--- src/rtl/tu_seq_pkg.sv ---
// Shared types and helpers for the test-unit pass sequencer.
package tu_seq_pkg;

  typedef enum logic [2:0] {
    IDLE  = 3'd0,
    DELAY = 3'd1,
    RUN   = 3'd2,
    DONE  = 3'd3,
    ERR   = 3'd4
  } tu_seq_state_e;

  typedef enum logic [1:0] {
    ERR_NONE    = 2'd0,
    ERR_TIMEOUT = 2'd1,
    ERR_ORDER   = 2'd2
  } tu_err_e;

  // Index width that never collapses to zero for a single unit.
  function automatic int idx_w(input int n);
    return (n > 1) ? $clog2(n) : 1;
  endfunction

endpackage

--- src/rtl/tu_seq_timer.sv ---
// Loadable up-counter; tc flags that the count has reached TERMINAL.
module tu_seq_timer
  import tu_seq_pkg::*;
#(
  parameter int WIDTH    = 8,
  parameter int TERMINAL = 0
) (
  input  logic clock,
  input  logic rst_n,
  input  logic load,
  input  logic enable,
  output logic tc
);

  logic [WIDTH-1:0] count_reg;

  always_ff @(posedge clock or negedge rst_n) begin
    if (!rst_n) begin
      count_reg <= '0;
    end else if (load) begin
      count_reg <= '0;
    end else if (enable) begin
      count_reg <= count_reg + WIDTH'(1);
    end
  end

  assign tc = (count_reg == WIDTH'(TERMINAL));

endmodule

--- src/rtl/tu_pass_sequencer.sv ---
// Launches a chain of test units in order, with start delay, per-unit
// timeout and out-of-order pass detection.
module tu_pass_sequencer
  import tu_seq_pkg::*;
#(
  parameter  int NUM_UNITS      = 4,
  parameter  int START_DELAY    = 16,
  parameter  int TIMEOUT_CYCLES = 1000000,
  localparam int UIDX_W         = idx_w(NUM_UNITS)
) (
  input  logic                 clock,
  input  logic                 rst_n,
  input  logic                 start,
  input  logic                 clear,
  input  logic [NUM_UNITS-1:0] unit_pass,
  output logic [NUM_UNITS-1:0] unit_go,
  output logic [UIDX_W-1:0]    cur_unit,
  output logic                 busy,
  output logic                 done,
  output logic                 err,
  output logic [1:0]           err_code,
  output logic [UIDX_W-1:0]    err_unit
);

  localparam int DLY_W = (START_DELAY > 1) ? $clog2(START_DELAY) : 1;
  localparam int DLY_T = (START_DELAY > 0) ? START_DELAY - 1 : 0;
  localparam int TO_W  = (TIMEOUT_CYCLES > 1) ? $clog2(TIMEOUT_CYCLES + 1) : 1;

  tu_seq_state_e        state_reg, state_next;
  tu_err_e              err_code_reg;
  logic [NUM_UNITS-1:0] go_reg;
  logic [UIDX_W-1:0]    cur_reg, cur_next, err_unit_reg;
  logic [NUM_UNITS-1:0] cur_hot, next_hot, later_mask;
  logic                 cur_pass, order_err, last_unit, advance;
  logic                 dly_tc, to_tc;

  // Per-unit decode of the current/next index and of units beyond the current one.
  for (genvar gi = 0; gi < NUM_UNITS; gi++) begin : g_unit
    assign cur_hot[gi]    = (cur_reg == UIDX_W'(gi));
    assign next_hot[gi]   = (cur_next == UIDX_W'(gi));
    assign later_mask[gi] = (UIDX_W'(gi) > cur_reg);
  end

  assign cur_pass  = |(unit_pass & cur_hot);
  assign order_err = |(unit_pass & later_mask);
  assign last_unit = (cur_reg == UIDX_W'(NUM_UNITS - 1));
  assign advance   = (state_reg == RUN) && cur_pass && !order_err && !last_unit;
  assign cur_next  = advance ? cur_reg + UIDX_W'(1) : cur_reg;

  tu_seq_timer #(.WIDTH(DLY_W), .TERMINAL(DLY_T)) u_dly_timer (
    .clock  (clock),
    .rst_n  (rst_n),
    .load   (state_reg == IDLE),
    .enable (state_reg == DELAY),
    .tc     (dly_tc)
  );

  tu_seq_timer #(.WIDTH(TO_W), .TERMINAL(TIMEOUT_CYCLES - 1)) u_to_timer (
    .clock  (clock),
    .rst_n  (rst_n),
    .load   ((state_reg != RUN) || advance),
    .enable (state_reg == RUN),
    .tc     (to_tc)
  );

  // Out-of-order beats a valid pass; a valid pass beats the timeout.
  always_comb begin
    state_next = state_reg;
    case (state_reg)
      IDLE:  if (start) state_next = (START_DELAY == 0) ? RUN : DELAY;
      DELAY: if (dly_tc) state_next = RUN;
      RUN: begin
        if (order_err || (!cur_pass && to_tc)) state_next = ERR;
        else if (cur_pass && last_unit)        state_next = DONE;
      end
      DONE, ERR: if (clear) state_next = IDLE;
      default: state_next = IDLE;
    endcase
  end

  always_ff @(posedge clock or negedge rst_n) begin
    if (!rst_n) begin
      state_reg    <= IDLE;
      go_reg       <= '0;
      cur_reg      <= '0;
      err_code_reg <= ERR_NONE;
      err_unit_reg <= '0;
    end else begin
      state_reg <= state_next;
      if ((state_reg == DONE || state_reg == ERR) && clear) begin
        go_reg       <= '0;
        cur_reg      <= '0;
        err_code_reg <= ERR_NONE;
        err_unit_reg <= '0;
      end else if (state_reg == RUN) begin
        cur_reg <= cur_next;
        // Go bits only rise on edges that stay in RUN, so a terminating edge freezes them.
        if (state_next == RUN) go_reg <= go_reg | cur_hot | next_hot;
        if (state_next == ERR) begin
          err_unit_reg <= cur_reg;
          if (order_err) err_code_reg <= ERR_ORDER;
          else           err_code_reg <= ERR_TIMEOUT;
        end
      end
    end
  end

  assign unit_go  = go_reg;
  assign cur_unit = cur_reg;
  assign busy     = (state_reg == DELAY) || (state_reg == RUN);
  assign done     = (state_reg == DONE);
  assign err      = (state_reg == ERR);
  assign err_code = err_code_reg;
  assign err_unit = err_unit_reg;

endmodule

--- config.mk ---
export PLATFORM = sky130hd
export DESIGN_NAME = tu_pass_sequencer
export DESIGN_NICKNAME = d
export VERILOG_FILES = /design/src/rtl/tu_seq_pkg.sv /design/src/rtl/tu_seq_timer.sv /design/src/rtl/tu_pass_sequencer.sv
export SDC_FILE = /design/constraint.sdc
export NUM_CORES = 1
export LEC_CHECK = 0
export CAP_MARGIN = 20
export CORE_AREA = 2 2 69 71
export CTS_CLUSTER_SIZE = 24
export DETAILED_ROUTE_END_ITERATION = 6
export DIE_AREA = 0 0 71 73
export PLACE_DENSITY = 0.75
export SYNTH_ARGS = -nofsm -noshare
export SYNTH_HDL_FRONTEND = slang
export SYNTH_SLANG_ARGS = --single-unit
--- constraint.sdc ---
create_clock -name clock -period 2.61 [get_ports clock]
set_input_delay 0.522 -clock clock [delete_from_list [all_inputs] [get_ports clock]]
set_output_delay 0.522 -clock clock [all_outputs]
set_load 0.02 [all_outputs]
==> results.md <==
- Non-Filler Instances: 291
- Top cell type's share of synthesized area: 46.5%
- Largest cells by area after synthesis: dfrtp_1 (46%), xor2_1 (4.8%), nor2_1 (4.7%)
- H-Tree Depth: 2
- Max Cap Viol: 0
- Slew Viols, Final: 0
- Worst min path class: primary input to asynchronous set/reset pin
- Pwr/cell area: 598 nW/um^2
- Antenna violations before repair: 0
- Post-CTS setup buffer count: 0
- Detailed placer's ending HPWL: 2820 um
- M2 GR Usage: 27.5%
- # DRC: 0
- Top delay family on crit path: simple AND/OR/NAND/NOR gates
- Port buffer count: 20
- Routed Antenna Nets: 0
- Fin Setup TNS: 0 ns
- Post-synth EDFFs: 0
- Buf/Inv on CP: 0
- CTS Root Cell: clkbuf_8
- Die height: 73 um
- Register area share after synthesis: 46.5%
- Post-Synth Simple-Gate Area: 23.8%
- Worst slack, placed: 0.161 ns
- Worst r2r src: u_to_timer.count_reg[10]
- CP endpoint kind: register
- Maximum clock path buffer count: 2
- CP max stage delay: 0.56 ns
- Core area: 4540 um^2
- Commonest cells after routing, fill and taps aside: dfrtp_1 (37), nor2_1 (25), clkdlybuf4s50_1 (19), nand2_1 (16), o21ai_0 (13)
- Area delta synth->final: 18.0%
- Area share of fa/ha/maj cells after synthesis: 3.77%
- Die X: 71 um
- Area leader, netlist: dfrtp_1
- R2R depth: 5
- Status: completed
- Max Clock Skew: 0.00657 ns
- Layout cells sized above 1: 7.59%
- DR vias: 1651
- Final period utilization: 93.6%
- Routed WL per cell: 13.7 um
- N_diodes: 0
- GP Congestion: 0.836
- CTS-repair resized insts: 0
- Slew headroom: 38.9%
- Fmax: 409 MHz
- Number of flip-flops in the largest register: 20
- Post-route cell area: 2350 um^2
- DRT Pass-1 Iters: 4
- Post-Syn Area: 1990 um^2
- CP Depth: 5
- Met3 global-route usage: 3.87%
- First-pass GRT wire length: 6940 um
- Setup CP Type: register to register
- Crit-path slowest cell: or4_1
- CTS Sinks: 37
- VDD IR-drop max: 0.280 mV
- CP startpoint kind: register
- Clk Latency, worst-skew pair: 0.29 ns
- Leak: 0.948 nW
- Initial Utilization: 43.9%
- Commonest non-fill, non-tap cell in the layout: dfrtp_1
- Cell variety after synth: 45
- Largest net degree at the start of global routing: 38
- Placed Cells: 284
- CP max FO: 6
- Clock buffer count from CTS: 5
- Worst-path clk slew: 0.07 ns
- Worst Path Arrival: 2.65 ns
- Dpl cell area: 2260 um^2
- Final hold violations: 0
- Slew @ Worst Pin: 0.917 ns
- I/O pins: 21
- Most used flip-flop cell after synthesis: dfrtp_1
- CTS tree: done
- Total Nets Final: 251
- Post-synthesis mux area share: 0.565%
- Synth Area in XOR/XNOR: 7.04%
- Busiest grt layer: met2
- Fin crit period: 2.44 ns
- Worst path required time: 2.82 ns
- Initial DRC Count: 75
- Avg Inst Size Synth: 9.35 um^2
- Routed wire length: 3980 um
- Die area: 5180 um^2
- Setup WS post-layout: 0.166 ns
- Most used cell, CP: or4_1
- GR Overflow Total: 0
- Largest family of logic cells by synthesized area: simple AND/OR/NAND/NOR gates
- RSZ-0062 raised after global routing: no
- Mapped Nets: 227
- YS warnings: 0
- Placement row count: 25
- Hold buffer count at CTS: 0
- Post-synth ARST share: 100%
- Avg Vias per Cell: 5.67
- Syn Inst Count: 213
- Vias in the first global route: 1563
- Crit. Startpoint: u_to_timer.count_reg[10]
- Setup Viol. Count Final: 0
- Compound-Gate Fraction of Synth Area: 15.3%
- Yosys reg bits: 37
- Met1 usage in global routing: 22.3%
- Crit path cell chain: or4_1 -> or4_1 -> o31a_1 -> or3_1 -> a21oi_1
- Total GRT Usage: 16.8%
-- synth_stat cells (6+ instances only) --
library cell  instances
inv_1                 6
nor2_1               25
nand4_1               6
nand2_1              16
ha_1                  6
dfrtp_1              37
nand3_1              11
xor2_1               11
clkbuf_1              7
a21oi_1              12
o21ai_0              13
or3_1                 6
-- layout make-up --
class / count / area [um^2]
Timing Repair Buffer: 25 / 233
Multi-Input combinational cell: 161 / 1010
Inverter: 7 / 26.3
Tap cell: 54 / 67.6
Clock buffer: 7 / 86.3
Sequential cell: 37 / 926
Fill cell: 426 / 2190
-- metal layers --
| metal | up-vias | routed length [um] |
|---|---|---|
| met3 | 7 | 210 |
| met4 | 0 | 50 |
| met5 | - | 0 |
| li1 | 814 | - |
| met1 | 782 | 1850 |
| met2 | 48 | 1870 |
-- worst paths after layout --
kind | to | slack [ns]
worst max-delay path | err_unit[0] | 0.17
worst min-delay path | u_to_timer.count_reg[3] | 0.36
worst max register to register | err_unit[0] | 0.17
worst min register to register | u_to_timer.count_reg[0] | 0.48
max in group asynchronous | u_dly_timer.count_reg[2] | 1.68
min in group clock | u_to_timer.count_reg[0] | 0.48
-- cell families (layout without fill, tap and decap cells) --
kind of cell    after synthesis  after routing
flops                        37             37
compound gates               47             47
mux                           1              1
xor+xnor                     16             16
simple gates                 91             91
buf+inv                      15             39
fa+ha+maj                     6              6
-- through the flow --
step	hold slack (ns)	power, mW	util, %
after detailed placement	0.477	1.02	49.9
after floorplan	0.226	0.894	-
after global placement	0.466	1.01	49.9
after global routing	0.423	1.49	51.8
after CTS	0.394	1.43	51.8
final	0.364	1.41	51.8
-- power by group --
group	internal, mW	leakage, nW	switching, mW
Sequential	0.633	0.500	0.0678
Clock	0.209	0.0443	0.188
Combinational	0.159	0.405	0.149
Total	1.00	0.948	0.405
Note: power is estimated with default switching activity, not from simulation.
==> variant 1, RTL diff (same settings) <==
Re-encode `tu_seq_state_e` (5 states) as Gray code, 3 bits wide.
--- a/src/rtl/tu_seq_pkg.sv
+++ b/src/rtl/tu_seq_pkg.sv
@@ -3,9 +3,9 @@
 
   typedef enum logic [2:0] {
-    IDLE  = 3'd0,
-    DELAY = 3'd1,
-    RUN   = 3'd2,
-    DONE  = 3'd3,
-    ERR   = 3'd4
+    IDLE  = 3'b000,
+    DELAY = 3'b001,
+    RUN   = 3'b011,
+    DONE  = 3'b010,
+    ERR   = 3'b110
   } tu_seq_state_e;
 
Function: same outputs for any inputs over 10 cycles, from zero or initial values and one cycle with rst_n low; not proved beyond that.
==> variant 1 against the original RTL <==
  * Hold slack better by 0.12 ns
  * Synthesized area is 2.3% lower
  * Clock power is 1% higher
  * Combinational power is 99% higher
  * Worst setup slack better by 0.26 ns
  * Sequential cell count stayed put
  * Design area is 2.1% lower
  * Critical path depth is 1 higher
  * Total power is 26% higher
  * Routed wire length is 4.1% lower
  * Highest routed layer unchanged
  * Critical endpoint is now unit_go[3]
==> variant 1: results (changes against the original RTL) <==
status finished, final reports clean (unchanged); Metal-1 WL 1789 um (was 1854 um); largest fanout on the critical path 9 (was 6); Worst slew margin 69.00% (was 38.86%); commonest cells in the netlist dfrtp_1, nor2_1, nand2_1, nand3_1 (was dfrtp_1, nor2_1, nand2_1, o21ai_0, a21oi_1); final net count 245 (was 251); WL met2 1751 um (was 1867 um); Layout fillers 443 (was 426); Worst R2R Setup Slack 0.43 ns (was 0.17 ns); area occupied by multi-input gates 967.2 sq um (was 0.001011 sq mm); DP HPWL 2701 um (was 2822 um); met2 Track Usage GR 27.00% (was 27.52%); number of global-route vias before repair 1499 (was 1563); Final clock-cell share 3.754% (was 3.674%); met1 usage in global routing 20.12% (was 22.26%); Syn Nets 220 (was 227); worst min path class reg2reg (was in2async); Signal buffers 23 (was 25); reg2reg start cur_unit[0] (was u_to_timer.count_reg[10]); slowest CP cell dfrtp_1 (was or4_1); Avg WL per Cell 13.40 um (was 13.69 um); first-pass GRT wire length 6706 um (was 6941 um); comb_multi_in 156 (was 161); metal3 WL 218 um (was 210 um); inverters 8 (was 7); dominant cells by area after synthesis dfrtp_1, nor2_1, nand2_1, ha_1, xnor2_1 (was dfrtp_1, xor2_1, nor2_1, ha_1, o21ai_0); Lkg Pwr 0.9384 nW (was 0.9485 nW); layout cells sized above 1 6.926% (was 7.595%); placer congestion estimate 0.7718 (was 0.8358); multiplexer share of the synthesized area 0.5784% (was 0.5653%); reg2reg path depth 6 (was 5); Cell variety after synth 42 (was 45); Final Skew 0.001718 ns (was 0.006571 ns)
## variant 1: power by group through the flow
stage | Combinational, mW | Sequential [mW] | Clock (mW)
6_report | 0.613 | 0.752 | 0.401
5_1_grt | 0.679 | 0.769 | 0.440
4_1_cts | 0.618 | 0.750 | 0.417
3_5_place_dp | 0.615 | 0.763 | 0
3_3_place_gp | 0.608 | 0.761 | 0
2_1_floorplan | 0.374 | 0.790 | 0
## variant 1: stage by stage
| stage | worst slack (ns) | cell area [sq um] | utilization [%] | hold WS [ns] | instances |
|---|---|---|---|---|---|
| detailed placement | 0.3428 | 2213 | 48.80 | 0.4785 | 278 |
| global route | 0.1664 | 2300 | 50.70 | 0.5116 | 285 |
| CTS | 0.4162 | 2300 | 50.70 | 0.4879 | 285 |
| global placement | 0.3739 | 2213 | 48.80 | 0.4752 | 278 |
| floorplan | 0.4429 | 1947 | - | 0.2264 | 206 |
| finish | 0.4256 | 2300 | 50.70 | 0.4819 | 285 |
==> variant 2, RTL diff (config.mk and constraints unchanged) <==
Made on the original files. Change the parameter `START_DELAY` from 16 to 32.
--- a/src/rtl/tu_pass_sequencer.sv
+++ b/src/rtl/tu_pass_sequencer.sv
@@ -5,5 +5,5 @@
 #(
   parameter  int NUM_UNITS      = 4,
-  parameter  int START_DELAY    = 16,
+  parameter  int START_DELAY    = 32,
   parameter  int TIMEOUT_CYCLES = 1000000,
   localparam int UIDX_W         = idx_w(NUM_UNITS)
Check against the original RTL: no difference found for any inputs over 10 cycles, from zero or initial values and one cycle with rst_n low; that may be too few to reach the edited logic, so the function may still have changed.
==> variant 2 against the original RTL <==
  * Fmax increased by 4.5%
  * Cell count increased by 7.6%
  * Sequential cell count increased by 1
  * Highest routed layer unchanged
  * Total power increased by 27%
  * Synthesized area increased by 9.7%
  * Design area increased by 8.5%
  * First-iteration DRC count increased to 3.2 times the old value
  * Routed wire length increased by 17%
  * Non-clock buffer count increased by 1
  * Global-route usage increased by 2.9 points
  * Utilization increased by 4.4 points
  * Largest power group unchanged
  * Worst setup slack improved by 0.11 ns
==> variant 2: results (changes against the original RTL) <==
status finished, final reports clean (unchanged); register area share after synthesis 43.50% (was 46.48%); layout cells sized above 1 9.266% (was 7.595%); Final Skew 0.01140 ns (was 0.006571 ns); largest fanout on the critical path 8 (was 6); reg2reg start cur_unit[1] (was u_to_timer.count_reg[10]); Final period util 89.56% (was 93.64%); Gate power share 31.9% (was 21.9%); Placed Cells 304 (was 284); Antenna Cells 0 (unchanged); Non-Filler Instances 313 (was 291); Worst R2R Setup Slack 0.27 ns (was 0.17 ns); pre-CTS setup slack 0.1472 ns (was 0.1607 ns); DP HPWL 3182 um (was 2822 um); IR drop worst, VDD 0.2765 mV (was 0.2796 mV); Worst slew margin 39.43% (was 38.86%); initial antenna violation count 0 (unchanged); placer congestion estimate 0.7949 (was 0.8358); setup TNS 0 ns (unchanged); Reg clk slew, reported paths about 0.08 ns; reg2reg path depth 6 (was 5); Syn Nets 250 (was 227); Clk power 492 uW (was 397 uW); gr usage total 19.76% (was 16.85%); Post-DP Area 0.002432 sq mm (was 0.002263 sq mm); Routed WL 4666 um (was 3983 um); clk root buf clkbuf_8 (unchanged); router iterations before antenna repair 4 (unchanged); P_int 1.176 mW (was 1.001 mW); Cell variety after synth 49 (was 45); crit path launch cur_unit[1] (was u_to_timer.count_reg[10]); clock network fraction of total power 27.5% (was 28.3%); first-pass GRT wire length 8086 um (was 6941 um); final net count 273 (was 251); dominant cells by area after synthesis dfrtp_1, ha_1, nand2_1, nor2_1, o21ai_0 (was dfrtp_1, xor2_1, nor2_1, ha_1, o21ai_0); worst r2r dst err_unit[1] (was err_unit[0]); largest net degree at the start of global routing 39 (was 38); Iter 0 DRT Violations 241 (was 75); number of global-route vias before repair 1712 (was 1563); Crit path arrival time 2.56 ns (was 2.65 ns); Lkg Pwr 0.9887 nW (was 0.9485 nW); vias per cell 5.962 (was 5.674); Post-CTS Setup Inserts 0 (unchanged); PortBufs 20 (unchanged); H-tree Lvls 2 (unchanged); Syn Inst Count 235 (was 213); commonest cells in the netlist dfrtp_1, nand2_1, nor2_1, o21ai_0 (was dfrtp_1, nor2_1, nand2_1, o21ai_0, a21oi_1)
==> variant 2: per-layer routing <==
layer	global-route usage, %	share of wire, %
met5	0	0
met4	6.289	2.0
met3	4.282	4.8
met2	30.94	46
met1	27.56	47
==> variant 2: how the worst min path moves through the flow <==
| stage | to | startpoint | slack (ns) | cells after the start |
|---|---|---|---|---|
| final | u_dly_timer.count_reg[4] | rst_n | 0.32 | 1 |
| after global routing | u_dly_timer.count_reg[4] | rst_n | 0.41 | 1 |
| after CTS | unit_go[1] | rst_n | 0.36 | 1 |
| after detailed placement | u_to_timer.count_reg[0] | u_to_timer.count_reg[0] | 0.48 | 1 |
| after global placement | u_dly_timer.count_reg[4] | u_dly_timer.count_reg[4] | 0.47 | 2 |
| after floorplan | cur_unit[0] | rst_n | 0.23 | 0 |
==> variant 2: cell families (layout without fill, tap and decap cells) <==
family	count (synthesis)	in the layout	share of synthesized area, %
xor+xnor	12	12	4.808
compound gates	56	56	17.00
flops	38	38	43.50
fa+ha+maj	7	7	4.007
simple gates	104	104	26.85
buf+inv	18	42	3.835
==> variant 2: layout make-up <==
type / count / area (sq um)
Clock buffer: 5 / 68.82
Clock inverter: 3 / 40.04
Timing Repair Buffer: 26 / 240.2
Inverter: 8 / 30.03
Fill cell: 415 / 1987
Multi-Input combinational cell: 179 / 1151
Sequential cell: 38 / 950.9
Tap cell: 54 / 67.56
==> variant 2: critical path: stages, from the launching register on <==
cell and delay, ns:
dfrtp_1 0.52, inv_1 0.19, ha_1 0.24, a22oi_1 0.38
nand4_1 0.35, or4_1 0.48, nand3_1 0.10
==> variant 2: stage by stage <==
step | util [%] | hold WS, ns
CTS | 56.03 | 0.3626
global placement | 53.63 | 0.4741
global route | 56.19 | 0.4066
detailed placement | 53.63 | 0.4817
finish | 56.19 | 0.3241
floorplan | - | 0.2264
